### src/rtl/lutram_test_pkg.sv
// Shared definitions for the LUTRAM readback checker, its stimulus FSM and benches.
package lutram_test_pkg;

  localparam int A_WIDTH_DEF = 7;

  typedef enum logic [1:0] {
    ST_IDLE  = 2'd0,
    ST_CHECK = 2'd1,
    ST_DONE  = 2'd2
  } chk_state_e;

  // Data bit written to each address during the fill phase.
  function automatic logic pattern(input logic [A_WIDTH_DEF-1:0] addr);
    return addr[0];
  endfunction

endpackage

### src/rtl/lutram_readback_checker_shadow_mem.sv
// Bit-exact shadow of the LUTRAM: one synchronous write port, two
// combinational read ports that return the pre-write contents.
module lutram_shadow_mem
  import lutram_test_pkg::*;
#(
  parameter int                       A_WIDTH = A_WIDTH_DEF,
  parameter logic [(2**A_WIDTH)-1:0] INIT    = '0
) (
  input  logic               clk_i,
  input  logic               rst_ni,
  input  logic               we_i,
  input  logic [A_WIDTH-1:0] waddr_i,
  input  logic               wdata_i,
  input  logic [A_WIDTH-1:0] raddr_a_i,
  input  logic [A_WIDTH-1:0] raddr_b_i,
  output logic               rdata_a_o,
  output logic               rdata_b_o
);

  logic [(2**A_WIDTH)-1:0] mem_q;

  // Shadow array: reset restores INIT so it tracks a reconfigured DUT.
  always_ff @(posedge clk_i or negedge rst_ni) begin
    if (!rst_ni) begin
      mem_q <= INIT;
    end else if (we_i) begin
      mem_q[waddr_i] <= wdata_i;
    end
  end

  assign rdata_a_o = mem_q[raddr_a_i];
  assign rdata_b_o = mem_q[raddr_b_i];

endmodule

### config.mk
export PLATFORM = sky130hd
export DESIGN_NAME = lutram_shadow_mem
export DESIGN_NICKNAME = d
export VERILOG_FILES = /design/src/rtl/lutram_test_pkg.sv /design/src/rtl/lutram_readback_checker_shadow_mem.sv
export SDC_FILE = /design/constraint.sdc
export NUM_CORES = 1
export LEC_CHECK = 0
export BUFFER_PORTS_ARGS = -buffer_cell sky130_fd_sc_hd__buf_2
export CORE_MARGIN = 4
export CORE_UTILIZATION = 35
export CTS_BUF_LIST = sky130_fd_sc_hd__clkbuf_8
export DETAILED_ROUTE_END_ITERATION = 10
export GPL_ROUTABILITY_DRIVEN = 0
export HOLD_SLACK_MARGIN = 0.1
export PLACE_DENSITY = 0.49
export SKIP_CTS_REPAIR_TIMING = 1
export SYNTH_ARGS = -nofsm -noshare
export SYNTH_HDL_FRONTEND = slang
export SYNTH_SLANG_ARGS = --single-unit
### constraint.sdc
create_clock -name clk_i -period 2.25 [get_ports clk_i]
set_input_delay 0.45 -clock clk_i [delete_from_list [all_inputs] [get_ports clk_i]]
set_output_delay 0.45 -clock clk_i [all_outputs]
set_load 0.02 [all_outputs]
# After elaboration in Yosys (flattened, before gate mapping)
# Cells that the tools add are included.
classes:
  order_cmp: 4
  n_mux: 7
  n_reduce_logical: 1
op_table:
  columns: ["cell", "n"]
  rows:
  - ["128-bit bitwise mux", 1]
  - ["7-bit by 8-bit < comparator with 1-bit output (second input constant)", 3]
  - ["1-bit binary-select mux with 7-bit select", 2]
  - ["1-bit demux with 7-bit select", 1]
  - ["7-bit by 1-bit >= comparator with 1-bit output (second input constant)", 1]
  - ["1-bit 2-to-1 mux", 3]
  - ["1-bit logical AND", 1]
totals:
  reg_bits: 128
  input_bits: 25
  output_inout_bits: 2
  wordCells: 13

# Longest topological paths before layout
# Gate-level depths: netlist of the first run.
logic_depth:
  ltp_word: 5
  mapped_depth: 8

# Worst setup path after synthesis of the first run
# OpenSTA, ideal clock, no wires.
synth_timing:
  path_kind: "input port to output port"
  from: "in raddr_b_i[1]"
  to: "out rdata_b_o"
  t_arrival_ns: 2.094
  t_required_ns: 1.800
  path_slack_ns: -0.294
  stages: 5
  path_cell_list: "buf_2 mux4_2 mux4_2 a32oi_1 nand4_1"
synth_via:
  elab_chain_len: 2
synth_lines:
  columns: ["item", "line", "rtl"]
  rows:
  - ["start: declaration", "lutram_readback_checker_shadow_mem.sv:15", "input logic [A_WIDTH-1:0] raddr_b_i,"]
  - ["1-bit binary-select mux with 7-bit select", "lutram_readback_checker_shadow_mem.sv:32", "assign rdata_b_o = mem_q[raddr_b_i];"]
  - ["1-bit 2-to-1 mux (not written as such)", "lutram_readback_checker_shadow_mem.sv:32", null]
  - ["end: declaration", "lutram_readback_checker_shadow_mem.sv:17", "output logic rdata_b_o"]
# No other way between the ends. The select of a mux whose other input is x is not followed.

# Final worst setup path of the first run
layout_timing:
  from: "reg mem_q[23]"
  to: "out rdata_a_o"
layout_via:
  elab_chain_len: 2
layout_lines:
  columns: ["item", "line", "rtl"]
  rows:
  - ["start: declaration", "lutram_readback_checker_shadow_mem.sv:20", "logic [(2**A_WIDTH)-1:0] mem_q;"]
  - ["start signal: indexed assignment", "lutram_readback_checker_shadow_mem.sv:27", "mem_q[waddr_i] <= wdata_i;"]
  - ["1-bit binary-select mux with 7-bit select", "lutram_readback_checker_shadow_mem.sv:31", "assign rdata_a_o = mem_q[raddr_a_i];"]
  - ["1-bit 2-to-1 mux (not written as such)", "lutram_readback_checker_shadow_mem.sv:31", null]
  - ["end: declaration", "lutram_readback_checker_shadow_mem.sv:16", "output logic rdata_a_o,"]
# No other way between the ends. The select of a mux whose other input is x is not followed.

==> results of run 1 <==
## cells in the final DEF, fill, tap and decap left out, types with 2 or more instances in the layout
master      synthesis  final
dfrtp_1           128    128
mux2_2            124    124
nand2_1           104    104
buf_4               4     64
nor2_1             63     63
mux4_2             59     62
buf_2              10     24
clkbuf_8            0     18
mux2i_1            17     17
nand3_1            14     14
nor2b_1            10     10
nor4_1              7      7
nand2b_1            7      7
buf_12              0      7
clkinv_2            0      6
nor3_1              5      5
clkinv_4            0      5
mux4_1              7      4
nand3b_1            4      4
nand4b_1            4      4
mux2_1              4      4
and3b_1             3      3
nand4_1             3      3
or3b_2              2      2
o22ai_1             2      2
a2111oi_0           2      2
a221oi_1            2      2
nor3b_1             2      2
or2_2               2      2
clkinvlp_4          0      2
## logic make-up (layout without fill, tap and decap cells)
group | count (synthesis) | after routing | synth area share (%)
AND/OR/NAND/NOR | 234 | 234 | 13.7
multiplexers | 211 | 211 | 40.5
flip-flops | 128 | 128 | 41.5
buffers and inverters | 53 | 129 | 3.03
AO/OA/AOI/OAI | 13 | 13 | 1.26
## worst max path at each step
stage,end,cells after the start,from,slack [ns]
after floorplan,rdata_a_o,6,raddr_a_i[1],-0.22
after global placement,rdata_a_o,7,raddr_a_i[1],-0.66
after detailed placement,rdata_a_o,7,raddr_a_i[1],-0.64
after CTS,rdata_a_o,6,mem_q[20],-0.83
after global routing,rdata_a_o,6,mem_q[23],-0.92
final,rdata_a_o,6,mem_q[23],-0.81
## cell type report
cell class                 instances  area (um^2)  share of cell area, %
multi-input combinational        458         4280                   47.8
sequential                       128         3200                   35.8
timing repair buffer              96          751                   8.38
tap                              280          350                   3.91
clock buffer                      18          248                   2.77
clock inverter                    14          119                   1.33
inverter                           1         3.75                 0.0419
## metrics by stage
| stage | TNS, ns | worst slack, ns | hold WS, ns |
|---|---|---|---|
| after floorplan | -0.436 | -0.219 | 0.154 |
| after global placement | -1.26 | -0.660 | 0.304 |
| after detailed placement | -1.24 | -0.643 | 0.304 |
| after CTS | -1.51 | -0.830 | -0.192 |
| after global routing | -1.70 | -0.921 | 0.359 |
| final | -1.53 | -0.814 | 0.366 |
## critical path: stages (launching register included)
cell and delay, ns:
dfrtp_1 0.41, mux4_2 0.47, mux4_2 0.50, and3b_1 0.20
a31oi_2 0.20, nand4_1 0.18, buf_2 0.21
## where the power goes
part / switching [W] / total (W) / internal, W
Combinational: 0.000445 / 0.000945 / 0.000500
Sequential: 0.000139 / 0.00263 / 0.00249
Clock: 0.000991 / 0.00189 / 0.000895
Total: 0.00157 / 0.00546 / 0.00388
## layer usage
metal	routed length, um	up-vias
met5	0	-
met4	415	0
met3	1080	27
met2	11000	122
met1	9370	2866
li1	-	2468
==> results.toml, run 1 <==
[run_status]
status = "finished with violations"
violations = "negative setup slack"

[clock_network]
clk_pin_slew_ns = 0.08
insertion_delay_ns = 0.45
clkSinkCount = 128
htreeDepth = 4
cts.path.max_buffers = 2
cts_made_buffers = 17
cts_tree = "built"
root_buffer = "clkbuf_8"

[floorplan]
dieArea_mm2 = 0.0245
start_util_pct = 35.5
io-pin-count = 27
rows = 54
core_area_mm2 = 0.0218
dieHeight_um = 156
die_width_um = 156

[synthesis]
synth_top_area_cell = "dfrtp_1"
synth_top_area_share_pct = 41.5
yosys-top-cells-count = "dfrtp_1, mux2_2, nand2_1, nor2_1, mux4_2"
synth_warnings = 0
synthArstFlopShare_pct = 100
synthFlopType = "dfrtp_1"
ys_seq_area_share_pct = 41.5
synth_edf_count = 0
synth_seq_cells = 128
synth_cells = 639
synth_area_mm2 = 0.00772
postSynthAreaPerCell_um2 = 12.1
syn_nets = 664
ys_top_cells_by_area = "dfrtp_1, mux2_2, mux4_2"
yosysMostFrequentCell = "dfrtp_1"
synthDistinctLibCells = 39

[final_layout]
postLayoutCellArea_mm2 = 0.00896
fin_cells = 995
diodes = 0
largestRegisters = "mem_q (128)"
top_register = "mem_q"
nNetsFinal = 727
fin_util_pct = 41.2
syn_to_final_growth_pct = 16.1
drive_gt1_share_pct = 44.8
fill_cells = 2076
largest_reg_flops = 128

[critical_path]
critPathCaptureType = "output port"
r2r_start = "mem_q[26]"
required_ns = 1.80
crit_path_max_fanout = 3
critPathLaunchType = "register"
r2r_cells = 2
critPathArrivalTime_ns = 2.61
critPathKind = "register to output port"
r2r-end = "mem_q[26]"
r2r_slack_ns = 1.36

[timing]
tightest_slew_ns = 0.581
worst_slack_ns = -0.814
relSlewSlack_pct = 61.1
finalHoldViolations = 0
drv_slew = 0
setup_viol_count_final = 2
post-route-period-util_pct = 136
clock_skew_ns = 0
grt_setup_unrepaired = "true"
fin_crit_ns = 3.06
clock.fmax_ghz = 0.326

[route]
drt_iter0_drc = 396
routedWlPerCell_um = 21.9
ant_nets = 0
drt-total-wl_um = 21800
viasPerCell = 5.51
drc = 0
vias = 5483
dr.pass1.iters = 4

[worst_hold_path]
hold_class = "input port to asynchronous set/reset pin"

[global_routing]
grt_max_degree = 69
met3_usage_pct = 4.62
grt_pass1_wl_um = 34500
met1_usage_pct = 24.8
grt_busiest_layer = "met2"
gr-usage-met2_pct = 30.7
grt_pass1_vias = 5913
antenna_found_initial = 0
grt-ovfl-total = 0
track_usage_pct = 18.7

[placement]
placed_cells = 961
placed_cell_area_mm2 = 0.00856
io_buffers = 26
hpwlAfterDp_um = 15100

[power_and_ir_drop]
ir_drop_mv = 0.476
power.total_w = 0.00546
p_leak_nw = 3.94
power.density_mw_per_mm2 = 609

[job]
cap_violations = 0
(Power assumes the default switching activity.)
==> run 2, diff against run 1 <==
- ABC_AREA: unset -> 1
- CORE_ASPECT_RATIO: unset -> 0.6
==> results.toml, run 2 <==
[power_and_ir_drop]
p_leak_nw = 4.31
ir_drop_mv = 0.399
power.density_mw_per_mm2 = 689

[clock_network]
cts.path.max_buffers = 2
root_buffer = "clkbuf_8"
cts_tree = "built"
clk_pin_slew_ns = 0.07
clkSinkCount = 128
cts_made_buffers = 17
htreeDepth = 4
insertion_delay_ns = 0.48

[final_layout]
syn_to_final_growth_pct = 24.5
diodes = 0
nNetsFinal = 1167
largestRegisters = "mem_q (128)"
final_common_cell = "nand2_1"
drive_gt1_share_pct = 19.8
top_register = "mem_q"
most-common-layout-cells = "nand2_1, nand3_1, dfrtp_1"
fin_util_pct = 44.2
largest_reg_flops = 128

[critical_path]
crit_buf_inv = 1
crit_family = "simple AND/OR/NAND/NOR gates"
crit_cells = 11
crit_path_frequent_cell = "nand2_1"
crit_path_max_fanout = 3
critPathLaunchType = "register"
slowest_delay_ns = 0.43
cpMaxStageDelayCell = "dfrtp_1"
crit_chain = "nand2_1 -> nand3_1 -> nand3_1 -> nand3_2 -> nand2_2 -> nand2_1 -> nand3_1 -> nand2_1 -> nand2_1 -> nand2_1 -> buf_6"
critPathCaptureType = "output port"
critPathArrivalTime_ns = 1.82
required_ns = 1.80
r2r_cells = 3
critPathKind = "register to output port"

[synthesis]
synth_top_area_share_pct = 40.9
synthFlopType = "dfrtp_1"
synthArstFlopShare_pct = 100
synth_seq_cells = 128
yosys-top-cells-count = "nand2_1, nand3_1, dfrtp_1, a21oi_1, a31oi_1"
syn_nets = 1116
ys_seq_area_share_pct = 40.9
synth_area_mm2 = 0.00782
synth_warnings = 0
ys_top_cells_by_area = "dfrtp_1, nand2_1, nand3_1"
postSynthAreaPerCell_um2 = 7.17
synth_cells = 1091
synth_edf_count = 0
synthDistinctLibCells = 21
synth_top_area_cell = "dfrtp_1"
yosysMostFrequentCell = "nand2_1"

[floorplan]
io-pin-count = 27
die_width_um = 201
core_area_mm2 = 0.0220
rows = 42
start_util_pct = 35.5
dieHeight_um = 124
dieArea_mm2 = 0.0249

[route]
drt_iter0_drc = 939
drc = 0
viasPerCell = 5.71
drt-total-wl_um = 30400
vias = 8230
routedWlPerCell_um = 21.1
dr.pass1.iters = 6
ant_nets = 0

[timing]
grt_setup_unrepaired = "true"
clock_skew_ns = 0
drv_slew = 0
fin_crit_ns = 2.27
clock.fmax_ghz = 0.440
hold_ws_ns = 0.328
relSlewSlack_pct = 68.5
tightest_slew_ns = 0.473
worst_slack_ns = -0.0229
setup_viol_count_final = 2
finalHoldViolations = 0
post-route-period-util_pct = 101

[placement]
hpwlAfterDp_um = 20400
io_buffers = 26

[worst_hold_path]
holdPathStages = 3
hold_class = "input port to register"

[job]
cap_violations = 0

[global_routing]
grt_max_degree = 54
antenna_found_initial = 0
track_usage_pct = 24.5
grt-ovfl-total = 0
grt_pass1_wl_um = 46200
grt_pass1_vias = 7198

[run_status]
violations = "negative setup slack"
status = "finished with violations"
==> run 2: cell count changes in the layout (fill, tap and decap cells not counted), sizes merged, moves of 36 or more <==
cell / previous run / this run
a31oi: 2 / 117
nor2: 63 / 27
mux2: 128 / 0
nand2: 104 / 309
mux4: 66 / 0
nand3: 14 / 230
a21oi: 1 / 123
==> run 2: routing by layer <==
layer | routed length (um) | vias to the layer above | GRT usage (%) | share of wire, %
met5 | 0 | - | 0 | 0
met4 | 393 | 0 | 6.10 | 1.3
met3 | 2620 | 31 | 4.97 | 8.6
met2 | 11600 | 355 | 31.6 | 38
met1 | 15700 | 3923 | 40.3 | 52
li1 | - | 3921 | - | -
==> run 2: cell families after synthesis <==
logic type             after synthesis  share of synthesized area [%]
and+or+nand+nor                    584                           33.6
AOI/OAI and AO/OA                  247                           17.7
buffers and inverters              130                           7.55
DFF                                128                           40.9
muxes                                2                          0.256
==> run 2: where the power goes <==
group	switching (W)	internal [W]
clock	0.000991	0.00131
sequential	0.000294	0.00260
combinational	0.000885	0.000618
==> run 2: through the flow <==
stage | setup slack, ns | cells | TNS, ns | cell area, um^2 | total power, W
2_1_floorplan | 0.221 | 1091 | 0 | 7820 | 0.00371
3_3_place_gp | -0.126 | 1392 | -0.207 | 8840 | 0.00428
3_5_place_dp | -0.126 | 1392 | -0.207 | 8840 | 0.00429
4_1_cts | -0.160 | 1424 | -0.278 | 9290 | 0.00662
5_1_grt | -0.151 | 1441 | -0.286 | 9740 | 0.00706
6_report | -0.0229 | 1441 | -0.0457 | 9740 | 0.00671
==> run 2: path summary, 6_finish.rpt <==
kind,from,endpoint,slack [ns]
min reg2reg,mem_q[107],mem_q[107],0.54
min in group asynchronous,rst_ni,mem_q[92],0.46
max reg2reg,mem_q[63],mem_q[63],1.39
max in group asynchronous,rst_ni,mem_q[79],1.11
max,mem_q[54],rdata_b_o,-0.02
min,wdata_i,mem_q[56],0.33
==> run 2: worst reg2reg max path, delay by kind of cell, from the launching register on <==
| family | cells | cell delay, ns |
|---|---|---|
| AOI/OAI and AO/OA | 2 | 0.15 |
| buffers and inverters | 1 | 0.15 |
| DFF | 1 | 0.42 |
==> run 2: final cells by class <==
type / instances / area [um^2]
Tap cell: 286 / 358
Inverter: 35 / 140
Fill cell: 2259 / 12300
Timing Repair Buffer: 127 / 1320
Sequential cell: 128 / 3200
Multi-Input combinational cell: 833 / 4270
Clock inverter: 11 / 160
Clock buffer: 21 / 289
==> run 3, diff against run 2 <==
- CORE_UTILIZATION: 35 -> 30
- PLACE_DENSITY: 0.49 -> 0.43
==> results.toml, run 3 (synthesized netlist as in run 2, its figures left out) <==
[power_and_ir_drop]
p_leak_nw = 4.36
internal_power_w = 0.00435
switchingPower_w = 0.00220
sequentialPowerShare_pct = 44.2
switching_share_pct = 33.6
power_frac_comb_pct = 23.9
power.total_w = 0.00655
power.density_mw_per_mm2 = 659
ir_drop_mv = 0.481
p_clk_share_pct = 31.9

[clock_network]
clkSinkCount = 128
insertion_delay_ns = 0.48
cts_tree = "built"
clk_pin_slew_ns = 0.08
cts_made_buffers = 17
htreeDepth = 4
cts.path.max_buffers = 2
root_buffer = "clkbuf_8"

[floorplan]
core_area_mm2 = 0.0254
die_width_um = 216
dieArea_mm2 = 0.0288
dieHeight_um = 133
io-pin-count = 27
rows = 45
start_util_pct = 30.7

[timing]
relSlewSlack_pct = 63.9
clock_skew_ns = 0
tightest_slew_ns = 0.539
setup_tns_ns = -0.137
finalHoldViolations = 0
drv_slew = 0
grt_setup_unrepaired = "true"
worst_slack_ns = -0.0826
post-route-period-util_pct = 104
fin_crit_ns = 2.33
setup_viol_count_final = 2
clock.fmax_ghz = 0.429

[critical_path]
crit_family = "simple AND/OR/NAND/NOR gates"
slowest_delay_ns = 0.24
critPathCaptureType = "output port"
startpoint = "raddr_b_i[1]"
required_ns = 1.80
critPathKind = "input port to output port"
crit_cells = 13
r2r_slack_ns = 1.40
r2r-end = "mem_q[5]"
crit_path_max_fanout = 11
worstSetupEndpoint = "rdata_b_o"
r2r_start = "mem_q[5]"
crit_buf_inv = 4
critPathLaunchType = "input port"
r2r_cells = 3
cpMaxStageDelayCell = "buf_4"
crit_chain = "buf_2 -> inv_1 -> buf_4 -> nand3_1 -> nand3_1 -> nand3_1 -> nand2_1 -> nand2_1 -> nand3_1 -> nand2_1 -> nand2_1 -> nand2_2 -> buf_6"
critPathArrivalTime_ns = 1.88

[global_routing]
grt_pass1_vias = 7216
track_usage_pct = 21.9
grt_max_degree = 65
antenna_found_initial = 0
grt-ovfl-total = 0
grt_pass1_wl_um = 47500

[route]
dr.pass1.iters = 6
viasPerCell = 5.54
routedWlPerCell_um = 22.3
drt-total-wl_um = 33700
vias = 8367
drt_iter0_drc = 1044
drc = 0
ant_nets = 0

[final_layout]
syn_to_final_growth_pct = 27.1
top_register = "mem_q"
largestRegisters = "mem_q (128)"
largest_reg_flops = 128
drive_gt1_share_pct = 18.8
diodes = 0
nNetsFinal = 1172
most-common-layout-cells = "nand2_1, nand3_1, dfrtp_1"
final_common_cell = "nand2_1"

[run_status]
status = "finished with violations"
violations = "negative setup slack"

[job]
cap_violations = 0

[placement]
hpwlAfterDp_um = 21000
io_buffers = 26

[worst_hold_path]
hold_class = "input port to register"
run 3: cell count changes in the layout (fill, tap and decap cells not counted), moves of 3 or more:
cell	before	now
buf_12	28	32
buf_2	23	20
nand3_1	191	198
clkbuf_16	2	9
nand3_2	39	30
nand2_1	295	304
nand2_2	13	5
run 3: metal layers:
layer  GRT usage (%)  share of wire [%]  vias up
li1                -                  -     3922
met1            35.9                 51     4046
met2            28.5                 38      368
met3            4.48                9.1       31
met4            5.22                1.5        0
met5               0                  0        -
run 3: final cells by class:
class	instances	area, um^2
timing repair buffer	132	1530
fill	2703	15500
tap	352	440
inverter	35	154
clock buffer	22	303
multi-input combinational	833	4220
clock inverter	8	88.8
sequential	128	3200
run 3: worst min path at each step:
stage / start / to / slack (ns) / cells past startpoint
floorplan: rst_ni / mem_q[0] / 0.15 / 0
global placement: rst_ni / mem_q[105] / 0.29 / 1
detailed placement: rst_ni / mem_q[105] / 0.29 / 1
CTS: rst_ni / mem_q[114] / -0.25 / 1
global route: wdata_i / mem_q[114] / 0.26 / 3
finish: wdata_i / mem_q[24] / 0.29 / 3
run 3: power by group through the flow:
stage                     logic [W]  clock network, W  registers, W
after floorplan            0.000893                 0       0.00282
after global placement      0.00138                 0       0.00294
after detailed placement    0.00139                 0       0.00292
after CTS                   0.00139           0.00214       0.00289
after global routing        0.00173           0.00223       0.00294
final                       0.00157           0.00209       0.00289
run 3: through the flow:
stage	hold slack, ns	setup slack (ns)	area [um^2]	utilization (%)	cells
3_5_place_dp	0.286	-0.146	8970	35.3	1461
5_1_grt	0.260	-0.199	9940	39.1	1510
3_3_place_gp	0.285	-0.168	8970	35.3	1461
6_report	0.290	-0.0826	9940	39.1	1510
4_1_cts	-0.254	-0.170	9360	36.8	1491
2_1_floorplan	0.154	0.221	7820	-	1091
run 3: worst register-to-register path: cells and delay by family, from the launching register on:
family,cells,cell delay [ns]
compound gates,2,0.15
buf+inv,1,0.15
flops,1,0.43
